[src/rtl/g_aetcam_match_encoder_if.sv]
// Search/result bus for the TCAM match encoder: search request, entry-valid write port and result channel.
interface g_aetcam_match_encoder_if #(
    parameter int ENTRIES = 32,
    parameter int WIDTH   = 16
);
    localparam int AW = (ENTRIES > 1) ? $clog2(ENTRIES) : 1;
    localparam int CW = $clog2(ENTRIES + 1);

    logic [ENTRIES*WIDTH-1:0] en_w;
    logic                     s_valid;
    logic                     s_ready;
    logic                     v_wen;
    logic [AW-1:0]            v_addr;
    logic                     v_set;
    logic                     m_valid;
    logic                     m_ready;
    logic                     m_hit;
    logic [AW-1:0]            m_addr;
    logic [CW-1:0]            m_count;

    modport master (
        output en_w, s_valid, v_wen, v_addr, v_set, m_ready,
        input  s_ready, m_valid, m_hit, m_addr, m_count
    );

    modport slave (
        input  en_w, s_valid, v_wen, v_addr, v_set, m_ready,
        output s_ready, m_valid, m_hit, m_addr, m_count
    );
endinterface

[src/rtl/g_aetcam_match_encoder.sv]
// Two-stage TCAM match-line priority encoder with per-entry valid bits.
// Optional match popcount on m_count enabled by macro G_AETCAM_MULTI_HIT_COUNT_EN.
module g_aetcam_match_encoder #(
    parameter int ENTRIES = 32,
    parameter int WIDTH   = 16
) (
    input  logic                      clk,
    input  logic                      rst_n,
    g_aetcam_match_encoder_if.slave   bus
);
    localparam int AW = (ENTRIES > 1) ? $clog2(ENTRIES) : 1;
    localparam int CW = $clog2(ENTRIES + 1);

    // Lowest set match line wins; no match yields index 0.
    function automatic logic [AW-1:0] prio_enc(input logic [ENTRIES-1:0] ml);
        logic [AW-1:0] a;
        logic          f;
        a = {AW{1'b0}};
        f = 1'b0;
        for (int i = 0; i < ENTRIES; i++) begin
            if (ml[i] && !f) begin
                a = AW'(i);
                f = 1'b1;
            end else begin
                a = a;
            end
        end
        return a;
    endfunction

`ifdef G_AETCAM_MULTI_HIT_COUNT_EN
    function automatic logic [CW-1:0] popcount(input logic [ENTRIES-1:0] ml);
        logic [CW-1:0] c;
        c = {CW{1'b0}};
        for (int i = 0; i < ENTRIES; i++) begin
            c = c + CW'(ml[i]);
        end
        return c;
    endfunction
`endif

    logic [ENTRIES-1:0] valid_r;
    logic [ENTRIES-1:0] match_s;
    logic               s_ready_s;
    logic               s2_adv_s;
    logic               s1_valid_r;
    logic [ENTRIES-1:0] s1_match_r;
    logic               s2_valid_r;
    logic               s2_hit_r;
    logic [AW-1:0]      s2_addr_r;

    // Match line: every cell of the entry matches and the entry is valid.
    always_comb begin
        match_s = {ENTRIES{1'b0}};
        for (int e = 0; e < ENTRIES; e++) begin
            match_s[e] = (&bus.en_w[e*WIDTH +: WIDTH]) & valid_r[e];
        end
    end

    // Stage advance: S2 drains or is empty; S1 may load whenever S2 can take its content.
    always_comb begin
        s2_adv_s  = !s2_valid_r || bus.m_ready;
        s_ready_s = !s1_valid_r || s2_adv_s;
    end

    // Entry-valid flops; a search in the same cycle sees the pre-write value.
    always_ff @(posedge clk) begin
        if (!rst_n) begin
            valid_r <= {ENTRIES{1'b0}};
        end else if (bus.v_wen) begin
            valid_r[bus.v_addr] <= bus.v_set;
        end else begin
            valid_r <= valid_r;
        end
    end

    // S1: capture match lines on an accepted search.
    always_ff @(posedge clk) begin
        if (!rst_n) begin
            s1_valid_r <= 1'b0;
            s1_match_r <= {ENTRIES{1'b0}};
        end else if (s_ready_s) begin
            s1_valid_r <= bus.s_valid;
            if (bus.s_valid) begin
                s1_match_r <= match_s;
            end else begin
                s1_match_r <= s1_match_r;
            end
        end else begin
            s1_valid_r <= s1_valid_r;
            s1_match_r <= s1_match_r;
        end
    end

    // S2: encode hit and lowest index; held while the consumer stalls.
    always_ff @(posedge clk) begin
        if (!rst_n) begin
            s2_valid_r <= 1'b0;
            s2_hit_r   <= 1'b0;
            s2_addr_r  <= {AW{1'b0}};
        end else if (s2_adv_s) begin
            s2_valid_r <= s1_valid_r;
            if (s1_valid_r) begin
                s2_hit_r  <= |s1_match_r;
                s2_addr_r <= prio_enc(s1_match_r);
            end else begin
                s2_hit_r  <= s2_hit_r;
                s2_addr_r <= s2_addr_r;
            end
        end else begin
            s2_valid_r <= s2_valid_r;
            s2_hit_r   <= s2_hit_r;
            s2_addr_r  <= s2_addr_r;
        end
    end

`ifdef G_AETCAM_MULTI_HIT_COUNT_EN
    logic [CW-1:0] s2_count_r;

    // S2 match count, loaded alongside the encoded index.
    always_ff @(posedge clk) begin
        if (!rst_n) begin
            s2_count_r <= {CW{1'b0}};
        end else if (s2_adv_s && s1_valid_r) begin
            s2_count_r <= popcount(s1_match_r);
        end else begin
            s2_count_r <= s2_count_r;
        end
    end

    assign bus.m_count = s2_count_r;
`else
    assign bus.m_count = {CW{1'b0}};
`endif

    assign bus.s_ready = s_ready_s;
    assign bus.m_valid = s2_valid_r;
    assign bus.m_hit   = s2_hit_r;
    assign bus.m_addr  = s2_addr_r;
endmodule

[src/flat_wrapper.sv]
// flat-port wrapper written by rule: the top's interface ports become plain ports
module g_aetcam_match_encoder_flat 
#(
    parameter int ENTRIES = 32,
    parameter int WIDTH   = 16
)
  (clk, rst_n, bus_en_w, bus_s_valid, bus_v_wen, bus_v_addr, bus_v_set, bus_m_ready, bus_s_ready, bus_m_valid, bus_m_hit, bus_m_addr, bus_m_count);
  g_aetcam_match_encoder_if #(.ENTRIES(ENTRIES), .WIDTH(WIDTH)) bus_i ();
  input  logic clk;
  input  logic rst_n;
  input wire logic [$bits(bus_i.en_w)-1:0] bus_en_w;
  input wire logic [$bits(bus_i.s_valid)-1:0] bus_s_valid;
  input wire logic [$bits(bus_i.v_wen)-1:0] bus_v_wen;
  input wire logic [$bits(bus_i.v_addr)-1:0] bus_v_addr;
  input wire logic [$bits(bus_i.v_set)-1:0] bus_v_set;
  input wire logic [$bits(bus_i.m_ready)-1:0] bus_m_ready;
  output wire logic [$bits(bus_i.s_ready)-1:0] bus_s_ready;
  output wire logic [$bits(bus_i.m_valid)-1:0] bus_m_valid;
  output wire logic [$bits(bus_i.m_hit)-1:0] bus_m_hit;
  output wire logic [$bits(bus_i.m_addr)-1:0] bus_m_addr;
  output wire logic [$bits(bus_i.m_count)-1:0] bus_m_count;
  assign bus_i.en_w = bus_en_w;
  assign bus_i.s_valid = bus_s_valid;
  assign bus_i.v_wen = bus_v_wen;
  assign bus_i.v_addr = bus_v_addr;
  assign bus_i.v_set = bus_v_set;
  assign bus_i.m_ready = bus_m_ready;
  assign bus_s_ready = bus_i.s_ready;
  assign bus_m_valid = bus_i.m_valid;
  assign bus_m_hit = bus_i.m_hit;
  assign bus_m_addr = bus_i.m_addr;
  assign bus_m_count = bus_i.m_count;
  g_aetcam_match_encoder #(.ENTRIES(ENTRIES), .WIDTH(WIDTH)) u_core (.clk(clk), .rst_n(rst_n), .bus(bus_i));
endmodule
[config.mk]
export PLATFORM = sky130hd
export DESIGN_NAME = g_aetcam_match_encoder_flat
export DESIGN_NICKNAME = d
export VERILOG_FILES = /design/src/rtl/g_aetcam_match_encoder_if.sv /design/src/rtl/g_aetcam_match_encoder.sv /design/src/flat_wrapper.sv
export SDC_FILE = /design/constraint.sdc
export NUM_CORES = 1
export LEC_CHECK = 0
export CAP_MARGIN = 20
export CORE_AREA = 2 2 210 212
export CTS_CLUSTER_SIZE = 24
export DETAILED_ROUTE_END_ITERATION = 16
export DIE_AREA = 0 0 212 214
export SLEW_MARGIN = 20
export SYNTH_ARGS = -nofsm -noshare
export SYNTH_HDL_FRONTEND = slang
export SYNTH_SLANG_ARGS = --single-unit
[constraint.sdc]
create_clock -name clk -period 5.33 [get_ports clk]
set_clock_uncertainty 0.05 [all_clocks]
set_input_delay 1.3325 -clock clk [delete_from_list [all_inputs] [get_ports clk]]
set_output_delay 1.3325 -clock clk [all_outputs]
set_load 0.01 [all_outputs]
# After elaboration in Yosys (flattened, before gate mapping)
# Index checks and enable logic that the tools add are counted.
# totals
output_inout_bits,14
regBits,72
# classes
n_mux,158
n_reduce_logical,102
n_lt_le_gt_ge,2
bitwise,32
# op_table
operator,n
AND reduction 16 bit,32
2-to-1 mux 1 bit,126
2-to-1 mux 5 bit,16
zero test 1 bit,33
AND 1 bit,32
bitwise mux 32 bit,1
logical AND 1 bit,32
2-to-1 mux 4 bit,8
OR reduction 32 bit,1
2-to-1 mux 3 bit,4
"< comparator 5 x 6 -> 1 bit, second input constant",1
demux 1 bit (select 5 bit),1
">= comparator 5 x 1 -> 1 bit, second input constant",1
2-to-1 mux 2 bit,2
AND reduction 2 bit,2
logical OR 1 bit,2

# Logic depth before layout (Yosys ltp)
# depth
word_depth,187
mapped_depth,7

# Worst setup path before layout
# Ideal clock, no wire load.
# synth_path
kind,input -> output
from,input bus_m_ready
to,output bus_s_ready
stages,2
path_slack_ps,2295
n_path_buf,0
required_ps,3948
arrival_time_ps,1652
cell_sequence,nor2b_1 > nand2_1
# synth_via
elab_chain_cells,2
# synth_lines
element,line,source
from (decl),flat_wrapper.sv:16,input wire logic [$bits(bus_i.m_ready)-1:0] bus_m_ready;
logical OR 1 bit,g_aetcam_match_encoder.sv:62,s2_adv_s = !s2_valid_r || bus.m_ready;
logical OR 1 bit,g_aetcam_match_encoder.sv:63,s_ready_s = !s1_valid_r || s2_adv_s;
to (decl),flat_wrapper.sv:17,output wire logic [$bits(bus_i.s_ready)-1:0] bus_s_ready;
# No other way between the ends.

# Worst setup path in the final report
# Same ends and word-level chain as after synthesis.

==> impl_metrics.ini <==
[outcome]
run_status = finished, final reports clean

[setup_path]
critical_path.cell_chain = clkdlybuf4s50_1, nor2b_1, nand2_1, clkdlybuf4s50_1
path_max_fanout = 4
worstSetupPathType = input pin to primary output
cp.required_ns = 3.95
cp-startpoint = bus_m_ready
max_stage_delay_ns = 0.51
timing.rr.start = u_core.s1_match_r[4]$_SDFFE_PN0P_
endpoint_kind = primary output
worstPathArrival_ns = 2.65
cpMaxStageDelayCell = clkdlybuf4s50_1
crit_top_cell = clkdlybuf4s50_1
cp-start-kind = input pin

[hold_path]
hp-class = flip-flop to flip-flop
min_from = u_core.valid_r[5]$_SDFFE_PN0P_

[die]
pin_count = 537
core-area_mm2 = 0.0429
die_area_mm2 = 0.0454
fp.dieW_um = 212
row_count = 76
fp.dieH_um = 214
start_util_pct = 10.6

[placement]
dp_worst_setup_slack_ns = 1.35
dpl-instance-area_mm2 = 0.0105
place_congestion = 1.00
numPortBuffers = 530
dp.cells = 1721
hpwl_um = 31700

[synthesis]
synth_area_mm2 = 0.00453
async_flop_share_pct = 0
synth_top_area_share_pct = 31.8
yosysMostFrequentCell = nand4_1
synth-edff-count = 0
yosysWarnings = 0
synthCells = 628
yosys.area.top_type = dfxtp_1
synth_ff_type = dfxtp_1
ys_top_cells_by_count = 129 x nand4_1, 119 x nand2_1, 72 x dfxtp_1
ys_seq_elements = 72
synthTopCellsByArea = dfxtp_1 32%, nand4_1 18%, nand2_1 9.9%, o21ai_0 5.7%, nor4_1 5.2%
synth_area_per_cell_um2 = 7.21
yosysUniqueCellTypes = 47
ys_seq_area_share_pct = 31.8

[timing]
fin_crit_sh_pct = 75.7
period_needed_ns = 4.04
relSlewSlack_pct = 28.5
rsz0062_at_grt = false
finalSetupTns_ns = 0
tightest_slew_ns = 1.07
final-hold-violation-count = 0
max_clock_freq_mhz = 248
finalSetupViolCount = 0
finalWorstSetupSlack_ns = 1.29
slew_viol_final = 0

[clock_tree]
cts_tree = done
clockBufferDepth = 2
cts_hold_buf = 0
post_cts_resized = 0
cts_made_buffers = 9
cts-root-buf = clkbuf_16
cts.sinks = 72
htree_levels = 3
cts.reportedPaths.clkPinSlew_ns = 0.07
postCtsSetupBuffers = 0
clkLatencyLatePin_ns = 0.34

[global_routing]
first_global_vias = 6910
grt_max_degree = 66
antenna_found_initial = 9
grt_first_pass_wirelength_um = 48500
overflow = 0
grt.total_usage_pct = 15.1

[layout]
drive_above_1_share_pct = 2.95
nNetsFinal = 1670
syn_to_final_growth_pct = 139
stdcell_area_mm2 = 0.0108
final_cells = 1738

[power_and_ir_drop]
leakage_uw = 0.00350
p_per_area_mw_per_mm2 = 158
ir_worst_vdd_v = 0.000136

[drt]
drt_wl_total_um = 35200
drtPass1Iterations = 4
drt_iter0_markers = 303
drcViolationCount = 0
wl_per_cell_um = 20.3
vias_per_cell = 3.91
ant_nets = 0
vias = 6789

[run]
drv_cap = 0
==> through the flow <==
| stage | utilization, % | total power (uW) | hold slack, ns |
|---|---|---|---|
| after global placement | 24.4 | 1040 | 0.420 |
| after floorplan | - | 616 | 0.394 |
| final | 25.2 | 1710 | 0.428 |
| after global routing | 25.2 | 1780 | 0.442 |
| after detailed placement | 24.4 | 1040 | 0.426 |
| after CTS | 25.2 | 1740 | 0.434 |
==> path summary, 6_finish.rpt <==
check	slack (ns)	to	depth (start not counted)
worst max-delay path	1.29	bus_s_ready	4
worst min-delay path	0.43	u_core.valid_r[5]$_SDFFE_PN0P_	2
worst max register to register	2.92	u_core.bus.m_addr[1]$_SDFFE_PN0P_	5
worst min register to register	0.43	u_core.valid_r[5]$_SDFFE_PN0P_	2
==> registers in the layout, indices dropped and copies added (netlist names) <==
register and count:
u_core.bus.m_valid 1, u_core.s1_valid_r 1, u_core.s1_match_r 32, u_core.bus.m_addr 5
u_core.bus.m_hit 1, u_core.valid_r 32
==> routing by layer <==
metal | routed length [um] | share of wire, % | global-route usage [%] | up-vias
li1 | - | - | - | 3425
met3 | 1800 | 5.1 | 2.46 | 28
met1 | 16200 | 46 | 20.5 | 3134
met4 | 356 | 1.0 | 2.42 | 4
met5 | 21 | 0.060 | 0 | -
met2 | 16800 | 48 | 25.3 | 198
==> worst max-delay path, delay by kind of cell <==
| family | cells | cell delay, ns |
|---|---|---|
| buffers and inverters | 2 | 0.91 |
| and+or+nand+nor | 2 | 0.40 |
==> placed cells by master (no fill, tap or decap), drive strengths merged, types with 3 or more instances in the layout <==
cell	count
o31ai	4
nand2b	3
and2	33
clkinv	3
clkdlybuf4s50	528
buf	6
o221a	3
nand3b	4
nand4	129
dfxtp	72
a21boi	31
nand2	119
nor2	34
o211ai	3
nor4	39
o21ai	52
clkbuf	11
nor3b	4
nand3	20
conb	6
nor3	6
a21oi	6
inv	5
nor2b	5
==> area by class of cell <==
cell class,instances,area [um^2]
clock buffer,11,253
multi-input combinational,525,2960
clock inverter,5,78.8
antenna,1,2.50
inverter,5,18.8
tap,585,732
sequential,72,1440
timing repair buffer,534,5330
fill,4642,32100
==> report_power, final <==
group          internal, uW  switching [uW]  leakage, uW  total, uW
combinational           356             124      0.00275        480
sequential              543            3.38     0.000581        546
clock                   435             245     0.000165        680
total                  1330             372      0.00350       1710
==> logic make-up after synthesis <==
family	share of synthesized area, %
buffers and inverters	3.48
other	0.0828
flip-flops	31.8
multiplexers	0.442
AND/OR/NAND/NOR	48.1
AO/OA/AOI/OAI	16.1
Note: power is estimated with default switching activity, not from simulation.
